<file path="config.mk">
export PLATFORM = sky130hd
export DESIGN_NAME = hazard_scoreboard
export DESIGN_NICKNAME = d
export VERILOG_FILES = /design/src/rtl/hazard_pkg.sv /design/src/rtl/hazard_decode.sv /design/src/rtl/hazard_scoreboard.sv
export SDC_FILE = /design/constraint.sdc
export NUM_CORES = 1
export LEC_CHECK = 0
export ABC_CLOCK_PERIOD_IN_PS = 3800
export BUFFER_PORTS_ARGS = -buffer_cell sky130_fd_sc_hd__buf_2
export CORE_ASPECT_RATIO = 2
export CORE_MARGIN = 5
export CORE_UTILIZATION = 58
export DETAILED_ROUTE_END_ITERATION = 10
export PLACE_DENSITY = 0.86
export SLEW_MARGIN = 20
export SYNTH_ARGS = -nofsm -noshare
export SYNTH_HDL_FRONTEND = slang
export SYNTH_SLANG_ARGS = --single-unit
export TNS_END_PERCENT = 100
</file>
<file path="constraint.sdc">
create_clock -name clk -period 3.8 [get_ports clk]
set_input_delay 0.19 -clock clk [delete_from_list [all_inputs] [get_ports clk]]
set_output_delay 0.19 -clock clk [all_outputs]
set_load 0.1 [all_outputs]
</file>
<file path="src/rtl/hazard_pkg.sv">
// Shared definitions for the hazard scoreboard: opcodes, instruction field
// positions, the scoreboard entry type and per-opcode operand usage.
package hazard_pkg;

    localparam int unsigned OPC_W     = 5;
    localparam int unsigned REG_IDX_W = 4;

    localparam logic [OPC_W-1:0] OP_CMP      = 5'b00101;
    localparam logic [OPC_W-1:0] OP_NOT      = 5'b01000;
    localparam logic [OPC_W-1:0] OP_MOV      = 5'b01001;
    localparam logic [OPC_W-1:0] OP_ALU_LAST = 5'b01100;
    localparam logic [OPC_W-1:0] OP_NOP      = 5'b01101;
    localparam logic [OPC_W-1:0] OP_LD       = 5'b01110;
    localparam logic [OPC_W-1:0] OP_ST       = 5'b01111;
    localparam logic [OPC_W-1:0] OP_BEQ      = 5'b10000;
    localparam logic [OPC_W-1:0] OP_BGT      = 5'b10001;
    localparam logic [OPC_W-1:0] OP_B        = 5'b10010;
    localparam logic [OPC_W-1:0] OP_CALL     = 5'b10011;
    localparam logic [OPC_W-1:0] OP_RET      = 5'b10100;

    localparam int unsigned OPC_HI  = 31;
    localparam int unsigned OPC_LO  = 27;
    localparam int unsigned IMM_BIT = 26;
    localparam int unsigned RD_HI   = 25;
    localparam int unsigned RD_LO   = 22;
    localparam int unsigned RS1_HI  = 21;
    localparam int unsigned RS1_LO  = 18;
    localparam int unsigned RS2_HI  = 17;
    localparam int unsigned RS2_LO  = 14;

    localparam logic [REG_IDX_W-1:0] RA = '1;

    typedef struct packed {
        logic                 valid;
        logic [REG_IDX_W-1:0] dst;
        logic                 is_load;
    } sb_entry_t;

    function automatic logic writes_reg(input logic [OPC_W-1:0] op);
        return !(op inside {OP_NOP, OP_CMP, OP_ST, OP_BEQ, OP_BGT, OP_B, OP_RET});
    endfunction

    function automatic logic reads_a(input logic [OPC_W-1:0] op);
        return !(op inside {OP_NOP, OP_B, OP_BEQ, OP_BGT, OP_CALL, OP_NOT, OP_MOV});
    endfunction

    function automatic logic reads_b(input logic [OPC_W-1:0] op, input logic imm);
        return !imm && (op <= OP_ALU_LAST);
    endfunction

    function automatic logic reads_d(input logic [OPC_W-1:0] op);
        return op == OP_ST;
    endfunction

endpackage

</file>
<file path="src/rtl/hazard_decode.sv">
// Combinational instruction decode shared by the OF hazard check and the
// scoreboard entry-0 insert.
module hazard_decode
    import hazard_pkg::*;
#(
    parameter int unsigned REG_W = 4
) (
    input  logic [31:0]      i_inst,
    output logic             o_wr,
    output logic [REG_W-1:0] o_dst,
    output logic             o_is_load,
    output logic             o_rd_a,
    output logic [REG_W-1:0] o_src_a,
    output logic             o_rd_b,
    output logic [REG_W-1:0] o_src_b,
    output logic             o_rd_d,
    output logic [REG_W-1:0] o_src_d
);

    logic [OPC_W-1:0] w_opc;
    logic             w_imm;
    logic [REG_W-1:0] w_rd;
    logic [REG_W-1:0] w_rs1;
    logic [REG_W-1:0] w_rs2;
    logic             w_unused;

    assign w_opc    = i_inst[OPC_HI:OPC_LO];
    assign w_imm    = i_inst[IMM_BIT];
    assign w_rd     = i_inst[RD_HI:RD_LO];
    assign w_rs1    = i_inst[RS1_HI:RS1_LO];
    assign w_rs2    = i_inst[RS2_HI:RS2_LO];
    assign w_unused = ^i_inst[RS2_LO-1:0];

    // CALL links into ra; RET reads its return address from ra.
    assign o_wr      = writes_reg(w_opc);
    assign o_dst     = (w_opc == OP_CALL) ? RA : w_rd;
    assign o_is_load = (w_opc == OP_LD);
    assign o_rd_a    = reads_a(w_opc);
    assign o_src_a   = (w_opc == OP_RET) ? RA : w_rs1;
    assign o_rd_b    = reads_b(w_opc, w_imm);
    assign o_src_b   = w_rs2;
    assign o_rd_d    = reads_d(w_opc);
    assign o_src_d   = w_rd;

endmodule

</file>
<file path="src/rtl/hazard_scoreboard.sv">
// Data-hazard unit: shift-register scoreboard of in-flight writers, per-operand
// forwarding selects, load-use/interlock stall and saturating perf counters.
module hazard_scoreboard
    import hazard_pkg::*;
#(
    parameter int unsigned REG_W  = 4,
    parameter int unsigned DEPTH  = 3,
    parameter int unsigned FWD_EN = 1,
    parameter int unsigned CNT_W  = 16,
    localparam int unsigned SEL_W = $clog2(DEPTH + 1)
) (
    input  logic             clk,
    input  logic             rst,
    input  logic             id_valid,
    input  logic [31:0]      id_inst,
    input  logic             flush,
    input  logic             hold,
    output logic             stall,
    output logic [SEL_W-1:0] fwd_sel_a,
    output logic [SEL_W-1:0] fwd_sel_b,
    output logic [SEL_W-1:0] fwd_sel_d,
    output logic [CNT_W-1:0] stall_cnt,
    output logic [CNT_W-1:0] fwd_cnt
);

    typedef struct packed {
        logic             hit;
        logic [SEL_W-1:0] sel;
        logic             load_use;
    } match_t;

    sb_entry_t [DEPTH-1:0] r_sb;
    logic [CNT_W-1:0]      r_stall_cnt;
    logic [CNT_W-1:0]      r_fwd_cnt;

    logic             w_wr;
    logic [REG_W-1:0] w_dst;
    logic             w_is_load;
    logic             w_rd_a;
    logic [REG_W-1:0] w_src_a;
    logic             w_rd_b;
    logic [REG_W-1:0] w_src_b;
    logic             w_rd_d;
    logic [REG_W-1:0] w_src_d;
    match_t           w_ma;
    match_t           w_mb;
    match_t           w_md;
    logic             w_active;
    logic             w_stall;
    logic [SEL_W-1:0] w_sel_a;
    logic [SEL_W-1:0] w_sel_b;
    logic [SEL_W-1:0] w_sel_d;
    logic             w_issue;
    logic             w_fwd_any;
    sb_entry_t        w_new;

    hazard_decode #(.REG_W(REG_W)) u_decode (
        .i_inst    (id_inst),
        .o_wr      (w_wr),
        .o_dst     (w_dst),
        .o_is_load (w_is_load),
        .o_rd_a    (w_rd_a),
        .o_src_a   (w_src_a),
        .o_rd_b    (w_rd_b),
        .o_src_b   (w_src_b),
        .o_rd_d    (w_rd_d),
        .o_src_d   (w_src_d)
    );

    // Scan from entry 0 upward so the youngest matching writer wins.
    function automatic match_t find_match(input logic rd, input logic [REG_W-1:0] src,
                                          input sb_entry_t [DEPTH-1:0] sb);
        match_t m;
        m = '0;
        for (int unsigned k = 0; k < DEPTH; k++) begin
            if (rd && !m.hit && sb[k].valid && (sb[k].dst == src)) begin
                m.hit      = 1'b1;
                m.sel      = SEL_W'(k + 1);
                m.load_use = (k == 0) && sb[k].is_load;
            end
        end
        return m;
    endfunction

    assign w_ma     = find_match(w_rd_a, w_src_a, r_sb);
    assign w_mb     = find_match(w_rd_b, w_src_b, r_sb);
    assign w_md     = find_match(w_rd_d, w_src_d, r_sb);
    assign w_active = id_valid && !flush;

    always_comb begin
        w_stall = 1'b0;
        w_sel_a = '0;
        w_sel_b = '0;
        w_sel_d = '0;
        if (w_active) begin
            if (FWD_EN != 0) begin
                w_stall = w_ma.load_use || w_mb.load_use || w_md.load_use;
                w_sel_a = w_ma.sel;
                w_sel_b = w_mb.sel;
                w_sel_d = w_md.sel;
            end else begin
                w_stall = w_ma.hit || w_mb.hit || w_md.hit;
            end
        end
    end

    assign w_issue   = id_valid && !w_stall && !flush;
    assign w_fwd_any = |{w_sel_a, w_sel_b, w_sel_d};

    always_comb begin
        w_new         = '0;
        w_new.valid   = w_issue && w_wr;
        w_new.dst     = w_dst;
        w_new.is_load = w_is_load;
    end

    always_ff @(posedge clk or posedge rst) begin
        if (rst) begin
            r_sb        <= '0;
            r_stall_cnt <= '0;
            r_fwd_cnt   <= '0;
        end else if (!hold) begin
            r_sb <= {r_sb[DEPTH-2:0], w_new};
            if (w_stall && (r_stall_cnt != '1)) begin
                r_stall_cnt <= r_stall_cnt + 1'b1;
            end
            if (w_issue && w_fwd_any && (r_fwd_cnt != '1)) begin
                r_fwd_cnt <= r_fwd_cnt + 1'b1;
            end
        end
    end

    assign stall     = w_stall;
    assign fwd_sel_a = w_sel_a;
    assign fwd_sel_b = w_sel_b;
    assign fwd_sel_d = w_sel_d;
    assign stall_cnt = r_stall_cnt;
    assign fwd_cnt   = r_fwd_cnt;

endmodule

</file>
## Word level (Yosys, flattened, before mapping)

Cells that the tools add are included.
W data, S select, Z words.

- Bits in registers: 48
- Bits of input ports: 37
- Word-level logic and storage cells: 100
- Output and inout bits: 39

- Multiplexer cells: 15
- Reductions and logical operators: 50
- Add/subtract/negate cells: 2
- $lt $le $gt $ge: 1
- Bitwise operators: 1
- Eq/ne operators: 22

Operators by type and width:

| operator | count |
|---|---|
| $eq A4 B4 Y1 | 9 |
| $add A16 B1 Y16 const B | 2 |
| $logic_and A1 B1 Y1 | 32 |
| $mux W4 | 8 |
| $ne A16 B16 Y1 const B | 2 |
| $eq A5 B4 Y1 const B | 5 |
| $eq A5 B5 Y1 const B | 5 |
| $reduce_bool A7 Y1 | 2 |
| $logic_not A1 Y1 | 11 |
| $mux W3 | 3 |
| $mux W2 | 3 |
| $reduce_or A6 Y1 | 1 |
| $eq A5 B3 Y1 const B | 1 |
| $le A5 B4 Y1 const B | 1 |
| $reduce_and A2 Y1 | 2 |
| $logic_or A1 B1 Y1 | 2 |
| $mux W1 | 1 |
| $not A1 Y1 | 1 |

## Depth between registers and ports, before layout

Gate-level depths: netlist of run 1.

- Word-level depth: 25
- Mapped depth: 12
- Gate-level depth less buffers: 8

## Modules after synthesis

From an unflattened synthesis of run 1, not the netlist that was laid out.

- Cell total of the unflattened synthesis: 287
- Area total of the unflattened synthesis: 2892.8 um2

By module, submodules not included:

| module | area each (um2) | cells an instance | seq. area each (um2) | instances |
|---|---|---|---|---|
| hazard_scoreboard | 2651.3 | 254 | 1201.2 | 1 |
| hazard_decode | 241.5 | 33 | 0.0 | 1 |

## Worst setup path before layout of run 1

OpenSTA, ideal clock, no wires.

- Path type: register to output
- From: register r_sb[9] (netlist name)
- To: output fwd_sel_b[1]
- Cell stages (with the launch flop): 6
- Setup slack: 0.400 ns
- Data arrival time: 3.210 ns
- Buffers on the path: 1
- Required time: 3.610 ns
- Path through: dfrtp_1 > clkbuf_1 > xor2_1 > nor4_1 > nor2_1 > nor3_1

- Word-level cells in the longest chain between the ends: 9

RTL lines:

| item | RTL line | source |
|---|---|---|
| start, declared | hazard_scoreboard.sv:32 | `sb_entry_t [DEPTH-1:0] r_sb;` |
| start signal, assigned | hazard_scoreboard.sv:123 | `r_sb <= {r_sb[DEPTH-2:0], w_new};` |
| $eq A4 B4 Y1 (*) | hazard_scoreboard.sv:76 | `if (rd && !m.hit && sb[k].valid && (sb[k].dst == src)) begin` |
| $logic_and A1 B1 Y1 (*) | hazard_scoreboard.sv:76 |  |
| $mux W4 (*) | hazard_scoreboard.sv:76 |  |
| $logic_not A1 Y1 | hazard_scoreboard.sv:76 |  |
| $logic_and A1 B1 Y1 (3 in series) | hazard_scoreboard.sv:76 |  |
| $mux W3 (*) | hazard_scoreboard.sv:76 |  |
| $mux W2 (*) | hazard_scoreboard.sv:95 | `if (w_active) begin` |
| end, declared | hazard_scoreboard.sv:20 | `output logic [SEL_W-1:0] fwd_sel_b,` |

Mark *: on every way between the ends. The rest lies on a longest branch, timed or not.

## Worst setup path after layout of run 1

- From: register r_sb[15] (netlist name)
- To: output fwd_sel_a[0]

- Word-level cells in the longest chain between the ends: 4

RTL lines:

| item | RTL line | source |
|---|---|---|
| $eq A4 B4 Y1 | hazard_scoreboard.sv:76 |  |
| $logic_and A1 B1 Y1 | hazard_scoreboard.sv:76 |  |
| $mux W3 | hazard_scoreboard.sv:76 |  |
| $mux W2 | hazard_scoreboard.sv:95 |  |
| end, declared | hazard_scoreboard.sv:19 | `output logic [SEL_W-1:0] fwd_sel_a,` |

No other way between the ends.

==> metrics.yaml, run 1 <==
timing:
  max_freq_mhz: 343
  setup_viol: 0
  tightestPinTransition_ns: 0.872
  grt_setup_unrepaired: "false"
  final.period_utilization_pct: 76.6
  whs_ns: 0.00378
  relSlewSlack_pct: 41.6
  finalHoldViolCount: 0
  final.setup.tns_ns: 0
  fin_skew_ns: 0.0111
  maxSlewViolCount: 0
  period_needed_ns: 2.91
synth:
  ys.flop_type: "dfrtp_1"
  syn-num-nets: 367
  yosysWarnings: 0
  synthTopCellsByArea: "dfrtp_1, xnor2_1, xor2_1"
  synth_edf_count: 0
  synthCells: 328
  ys_types: 46
  synth_top_area_share_pct: 40.2
  synth.cell_area_um2: 2990
  synth_seq_cells: 48
  synth_area_per_cell_um2: 9.12
  async_flop_share_pct: 100
  synth-seq-area-share_pct: 40.2
  yosysTopAreaCell: "dfrtp_1"
worst_setup_path:
  crit_slowest_cell: "dfrtp_1"
  critical_path.top_delay_family: "simple AND/OR/NAND/NOR gates"
  crit_cells: 7
  reg2regPathDepth: 8
  crit_type: "reg -> out"
  endpoint_kind: "output port"
  arrival_ns: 2.72
  cpPeakStageDelay_ns: 0.50
  path_buf_inv: 1
  crit_fanout: 6
  cp-start-kind: "register"
  crit_chain: "nor4bb_1, a21oi_1, o22ai_1, nand3_1, or3b_2, a21oi_1, buf_2"
  critPathRequiredTime_ns: 3.61
  cp_common_cell: "a21oi_1"
clock_tree:
  clock-root-buffer: "clkbuf_8"
  cts_setup_buffers: 0
  insertion_delay_ns: 0.31
  clock-sinks: 48
  cts_hold_buf: 0
  post_cts_resized: 0
  cts.path.max_buffers: 2
  cts_tree: "yes"
  htreeDepth: 2
  cts_buffers: 5
  path_clk_slew_ns: 0.09
grt:
  track_usage_pct: 24.8
  grt.overflow.total: 0
  grt_pass1_vias: 2674
  grt_max_degree: 49
  grt_first_pass_wirelength_mm: 12.9
  antenna_found_initial: 0
floorplanning:
  num_rows: 37
  core_area_um2: 5090
  die_h_um: 112
  die_w_um: 60.8
  ios: 76
  die_area_um2: 6780
  start_util_pct: 58.7
cells_and_area:
  final-instance-count-excl-fill: 436
  final_cell_mix: "buf_2, dfrtp_1, xnor2_1"
  postLayoutCoreUtil_pct: 66.2
  drive_gt1_share_pct: 23.0
  final_common_cell: "buf_2"
  seq_area_um2: 1200
  fill_cells: 439
  multi_input_area_um2: 1630
  syn_to_final_growth_pct: 12.8
  fin_nets: 416
  diodes: 0
outcome:
  status: "completed"
drt:
  drc_errors: 0
  wl_per_cell_um: 17.4
  routed-via-count: 2632
  ant_nets: 0
  drtIter0Drc: 116
  via_per_inst: 6.04
  first_pass_iters: 4
  wl_mm: 7.59
pwr:
  leakage_nw: 1.57
  power_density_nw_per_um2: 325
  vdd_ir_drop_max_mv: 0.411
  power_w: 0.00110
job:
  drv_cap: 0
placement:
  dp_hpwl_mm: 5.72
  dp_cells: 428
  numPortBuffers: 61
  gp_congestion: 0.967
min_path:
  hold_path_class: "in -> async"
## metal layers
layer  vias up  global-route usage [%]  wire length, um
met1      1293                    27.5             2630
li1       1221                       -                -
met4         0                    13.3              385
met3        31                    5.57              384
met2        87                    42.0             4190
met5         -                       0                0
## worst register-to-register path, cell delays in order (launching register included)
cell and delay, ns:
dfrtp_1 0.48, xnor2_1 0.16, nand3_1 0.09, nor3_1 0.09, a32oi_1 0.31, a21oi_1 0.15
nor2_1 0.70, and2_1 0.27, mux2_1 0.33
## cell families after synthesis
| group | after synthesis | synth area share, % |
|---|---|---|
| flip-flops | 48 | 40.2 |
| multiplexers | 7 | 2.63 |
| buffers and inverters | 37 | 5.27 |
| AND/OR/NAND/NOR | 133 | 24.3 |
| adder cells (fa/ha/maj) | 3 | 1.17 |
| XOR/XNOR | 60 | 17.6 |
| AO/OA/AOI/OAI | 40 | 8.91 |
## registers in the layout (all words and copies together) (netlist names)
signal     count
r_sb          16
stall_cnt     16
fwd_cnt       16
## final cells by class
cell class | count | area share (%)
Clock buffer | 6 | 2.45
Clock inverter | 2 | 0.297
Inverter | 18 | 2.04
Multi-Input combinational cell | 243 | 48.4
Sequential cell | 48 | 35.6
Tap cell | 58 | 2.15
Timing Repair Buffer | 61 | 9.05
## synthesized netlist by cell type, drive strengths merged (4+ instances only)
cell and instances:
o21ai 6, a21oi 15, nand3 20, nor2 28
dfrtp 48, mux2 7, nand2 24, clkbuf 13
xor2 23, nor4bb 6, inv 18, nand4 12
nor4 5, nor3 15, and3 7, xnor2 37
o22ai 5, a22oi 4, and2 6, buf 6
## metrics by stage
stage,area [um2],worst slack [ns]
3_5_place_dp,3280,0.946
6_report,3370,0.888
3_3_place_gp,3280,1.05
5_1_grt,3370,0.847
4_1_cts,3370,0.888
2_1_floorplan,2990,0.400
## where the power goes
part / switching [W] / internal (W)
registers: 0.0000435 / 0.000532
logic: 0.000120 / 0.0000784
clock network: 0.000175 / 0.000146
## worst paths after layout
check / start / to / slack [ns]
max in group asynchronous: rst / fwd_cnt[1]$_DFFE_PP0P_ / 3.31
max: r_sb[15]$_DFFE_PP0N_ / fwd_sel_a[0] / 0.89
min: rst / stall_cnt[14]$_DFFE_PP0P_ / 0.004
min in group clk: id_inst[23] / r_sb[2]$_DFFE_PP0N_ / 0.20
max reg2reg: r_sb[4]$_DFFE_PP0N_ / fwd_cnt[1]$_DFFE_PP0P_ / 1.09
min reg2reg: fwd_cnt[7]$_DFFE_PP0P_ / fwd_cnt[7]$_DFFE_PP0P_ / 0.50
(Power assumes the default switching activity.)
==> inputs of run 2 (changes only) <==
Settings changed: ABC_AREA set to 1, ABC_CLOCK_PERIOD_IN_PS 3800 to 2450, CORE_UTILIZATION 58 to 50, PLACE_DENSITY 0.86 to 0.77.
Clock period 3.8 ns to 2.45 ns, I/O delays scaled along.
==> metrics.yaml, run 2 <==
outcome:
  status: "finished, violations left"
  violations: "hold timing"
timing:
  final.period_utilization_pct: 92.8
  max_freq_mhz: 440
  maxSlewViolCount: 0  # unchanged
  relSlewSlack_pct: 59.5  # +18 points
  finalHoldViolCount: 25  # +25
  final.setup.tns_ns: 0  # unchanged
  period_needed_ns: 2.27
  setup_viol: 0  # unchanged
  setup_ws_ns: 0.175  # -0.712 ns
  whs_ns: -0.0145  # -0.0183 ns
  fin_skew_ns: 0.00248  # -0.00864 ns
  grt_setup_unrepaired: "false"
  tightestPinTransition_ns: 0.608  # -0.264 ns
worst_setup_path:
  crit_fanout: 4  # -2
  arrival_ns: 2.15  # -0.57 ns
  reg2regPathDepth: 12  # +4
  cp-start-kind: "register"
  endpoint_kind: "output port"
  crit_type: "reg -> out"
  critPathRequiredTime_ns: 2.33  # -1.28 ns
  crit_slowest_cell: "dfrtp_1"
  worstReg2RegStart: "stall_cnt[0]$_DFFE_PP0P_"
  reg2reg_slack_ns: 0.28  # -0.81 ns
  r2r-end: "stall_cnt[4]$_DFFE_PP0P_"
  crit_chain: "inv_1, a21oi_1, nand3_1, o21a_1, nand2_2, nand3_2, inv_1, buf_2"
  cpPeakStageDelay_ns: 0.43  # -0.07 ns
  cp_common_cell: "inv_1"
clock_tree:
  cts_buffers: 5  # unchanged
  post_cts_resized: 0  # unchanged
  cts_setup_buffers: 0  # unchanged
  insertion_delay_ns: 0.29  # -0.02 ns
  cts_tree: "yes"
  htreeDepth: 2  # unchanged
  clock-root-buffer: "clkbuf_16"
  path_clk_slew_ns: 0.07  # -0.02 ns
  cts.path.max_buffers: 2  # unchanged
  cts_hold_buf: 0  # unchanged
  clock-sinks: 48  # unchanged
floorplanning:
  core_area_um2: 6620  # +30%
  num_rows: 42  # +14%
  start_util_pct: 51.6  # -7.1 points
  die_h_um: 127  # +14%
  ios: 76  # unchanged
  die_area_um2: 8690  # +28%
  die_w_um: 68.5  # +13%
cells_and_area:
  seq_area_um2: 1210  # +0.83%
  final_cell_mix: "nand2_1, nand3_1, buf_2"
  multi_input_area_um2: 1920  # +18%
  final_common_cell: "nand2_1"
  diodes: 0  # unchanged
  fill_cells: 651  # +48%
  drive_gt1_share_pct: 18.0  # -5.0 points
  syn_to_final_growth_pct: 16.9
  fin_nets: 609  # +46%
pwr:
  vdd_ir_drop_max_mv: 0.495  # +21%
  pwr-share-comb_pct: 16.5  # -1.6 points
  seqPwrFrac_pct: 45.8  # -6.8 points
  switching_share_pct: 29.3  # -1.7 points
  clock_power_share_pct: 37.6  # +8.3 points
  power_switching_w: 0.000549  # +62%
  p_int_w: 0.00133  # +75%
  leakage_nw: 2.21  # +40%
  power_density_nw_per_um2: 469  # +44%
drt:
  drc_errors: 0  # unchanged
  routed-via-count: 3443  # +31%
  drtIter0Drc: 228  # +97%
  wl_per_cell_um: 13.9  # -20%
  first_pass_iters: 4  # unchanged
  ant_nets: 0  # unchanged
  via_per_inst: 5.22  # -13%
  wl_mm: 9.18  # +21%
synth:
  yosysWarnings: 0  # unchanged
  synth_seq_cells: 48  # unchanged
  synthTopCellsByArea: "dfrtp_1, nand2_1, nand3_1"
  ys.flop_type: "dfrtp_1"
  synth-seq-area-share_pct: 35.1  # -5.0 points
  yosysMostFrequentCell: "nand2_1"
  synthTopCellsByCount: "nand2_1, nand3_1, inv_1"
  async_flop_share_pct: 100  # unchanged
  yosysTopAreaCell: "dfrtp_1"
  synth_edf_count: 0  # unchanged
  synthCells: 505  # +54%
  synth.cell_area_um2: 3420  # +14%
  synth_top_area_share_pct: 35.1  # -5.0 points
  synth_area_per_cell_um2: 6.77  # -26%
  syn-num-nets: 544  # +48%
  ys_types: 37  # -20%
placement:
  gp_congestion: 0.927  # -4.1%
  dpl_worst_slack_ns: 0.310  # -0.636 ns
  dp_hpwl_mm: 7.16  # +25%
  numPortBuffers: 61  # unchanged
min_path:
  hold_path_class: "in -> async"
grt:
  grt_pass1_vias: 3323  # +24%
  antenna_found_initial: 0  # unchanged
  grt.overflow.total: 0  # unchanged
  track_usage_pct: 22.4  # -2.4 points
  grt_max_degree: 49  # unchanged
  grt_first_pass_wirelength_mm: 15.0  # +16%
job:
  drv_cap: 0  # unchanged
[run 2: changes by cell type in the layout (fill, tap and decap cells not counted), moves of 17 or more]
cell and change:
inv_1 +41, nand2_1 +143, nand3_1 +50, nor2_1 +17, o21ai_0 +17, xnor2_1 -22
[run 2: area by class of cell]
class | count | share of cell area [%]
Multi-Input combinational cell | 386 | 48.1
Timing Repair Buffer | 67 | 9.14
Clock inverter | 2 | 0.376
Inverter | 62 | 5.82
Tap cell | 88 | 2.75
Clock buffer | 6 | 3.47
Sequential cell | 48 | 30.3
[run 2: critical path: cells and delay by family (launching register included)]
family	cells	cell delay, ns
buffers and inverters	3	0.66
DFF	1	0.43
AOI/OAI and AO/OA	2	0.40
and+or+nand+nor	3	0.35
[run 2: worst max-delay path by stage]
| stage | startpoint | end | slack [ns] | cells after the start |
|---|---|---|---|---|
| 2_1_floorplan | fwd_cnt[3]$_DFFE_PP0P_ | fwd_cnt[2]$_DFFE_PP0P_ | 0.02 | 8 |
| 4_1_cts | r_sb[2]$_DFFE_PP0N_ | stall | 0.15 | 8 |
| 3_5_place_dp | id_inst[27] | stall_cnt[15]$_DFFE_PP0P_ | 0.31 | 13 |
| 6_report | r_sb[2]$_DFFE_PP0N_ | stall | 0.18 | 8 |
| 3_3_place_gp | id_inst[27] | stall_cnt[2]$_DFFE_PP0P_ | 0.37 | 13 |
| 5_1_grt | r_sb[4]$_DFFE_PP0N_ | stall | 0.01 | 10 |
[run 2: per-layer routing]
layer,track usage (%),part of all wire [%]
met5,0,0
met4,11.3,4.4
met3,2.12,3.6
met2,41.2,55
met1,23.9,37
[run 2: cell families after synthesis]
kind of cell	after synthesis	share of synthesized area, %
simple gates	315	41.1
buf+inv	71	8.60
flops	48	35.1
compound gates	36	5.96
xor+xnor	33	8.45
fa+ha+maj	2	0.732
[run 2: power groups by stage]
| stage | clock network, W | logic, W | registers, W |
|---|---|---|---|
| 2_1_floorplan | 0 | 0.000192 | 0.000890 |
| 5_1_grt | 0.000746 | 0.000343 | 0.000867 |
| 3_3_place_gp | 0 | 0.000303 | 0.000873 |
| 6_report | 0.000705 | 0.000310 | 0.000860 |
| 4_1_cts | 0.000719 | 0.000310 | 0.000859 |
| 3_5_place_dp | 0 | 0.000309 | 0.000874 |
[run 2: stage by stage]
stage	cells	hold slack [ns]	utilization, %	area (um2)	total power (W)
after global routing	659	0.0459	60.4	4000	0.00196
after CTS	659	0.0153	60.4	4000	0.00189
after global placement	651	0.314	58.0	3840	0.00118
after floorplan	505	0.218	-	3430	0.00108
after detailed placement	651	0.328	58.0	3840	0.00118
final	659	-0.0145	60.4	4000	0.00188
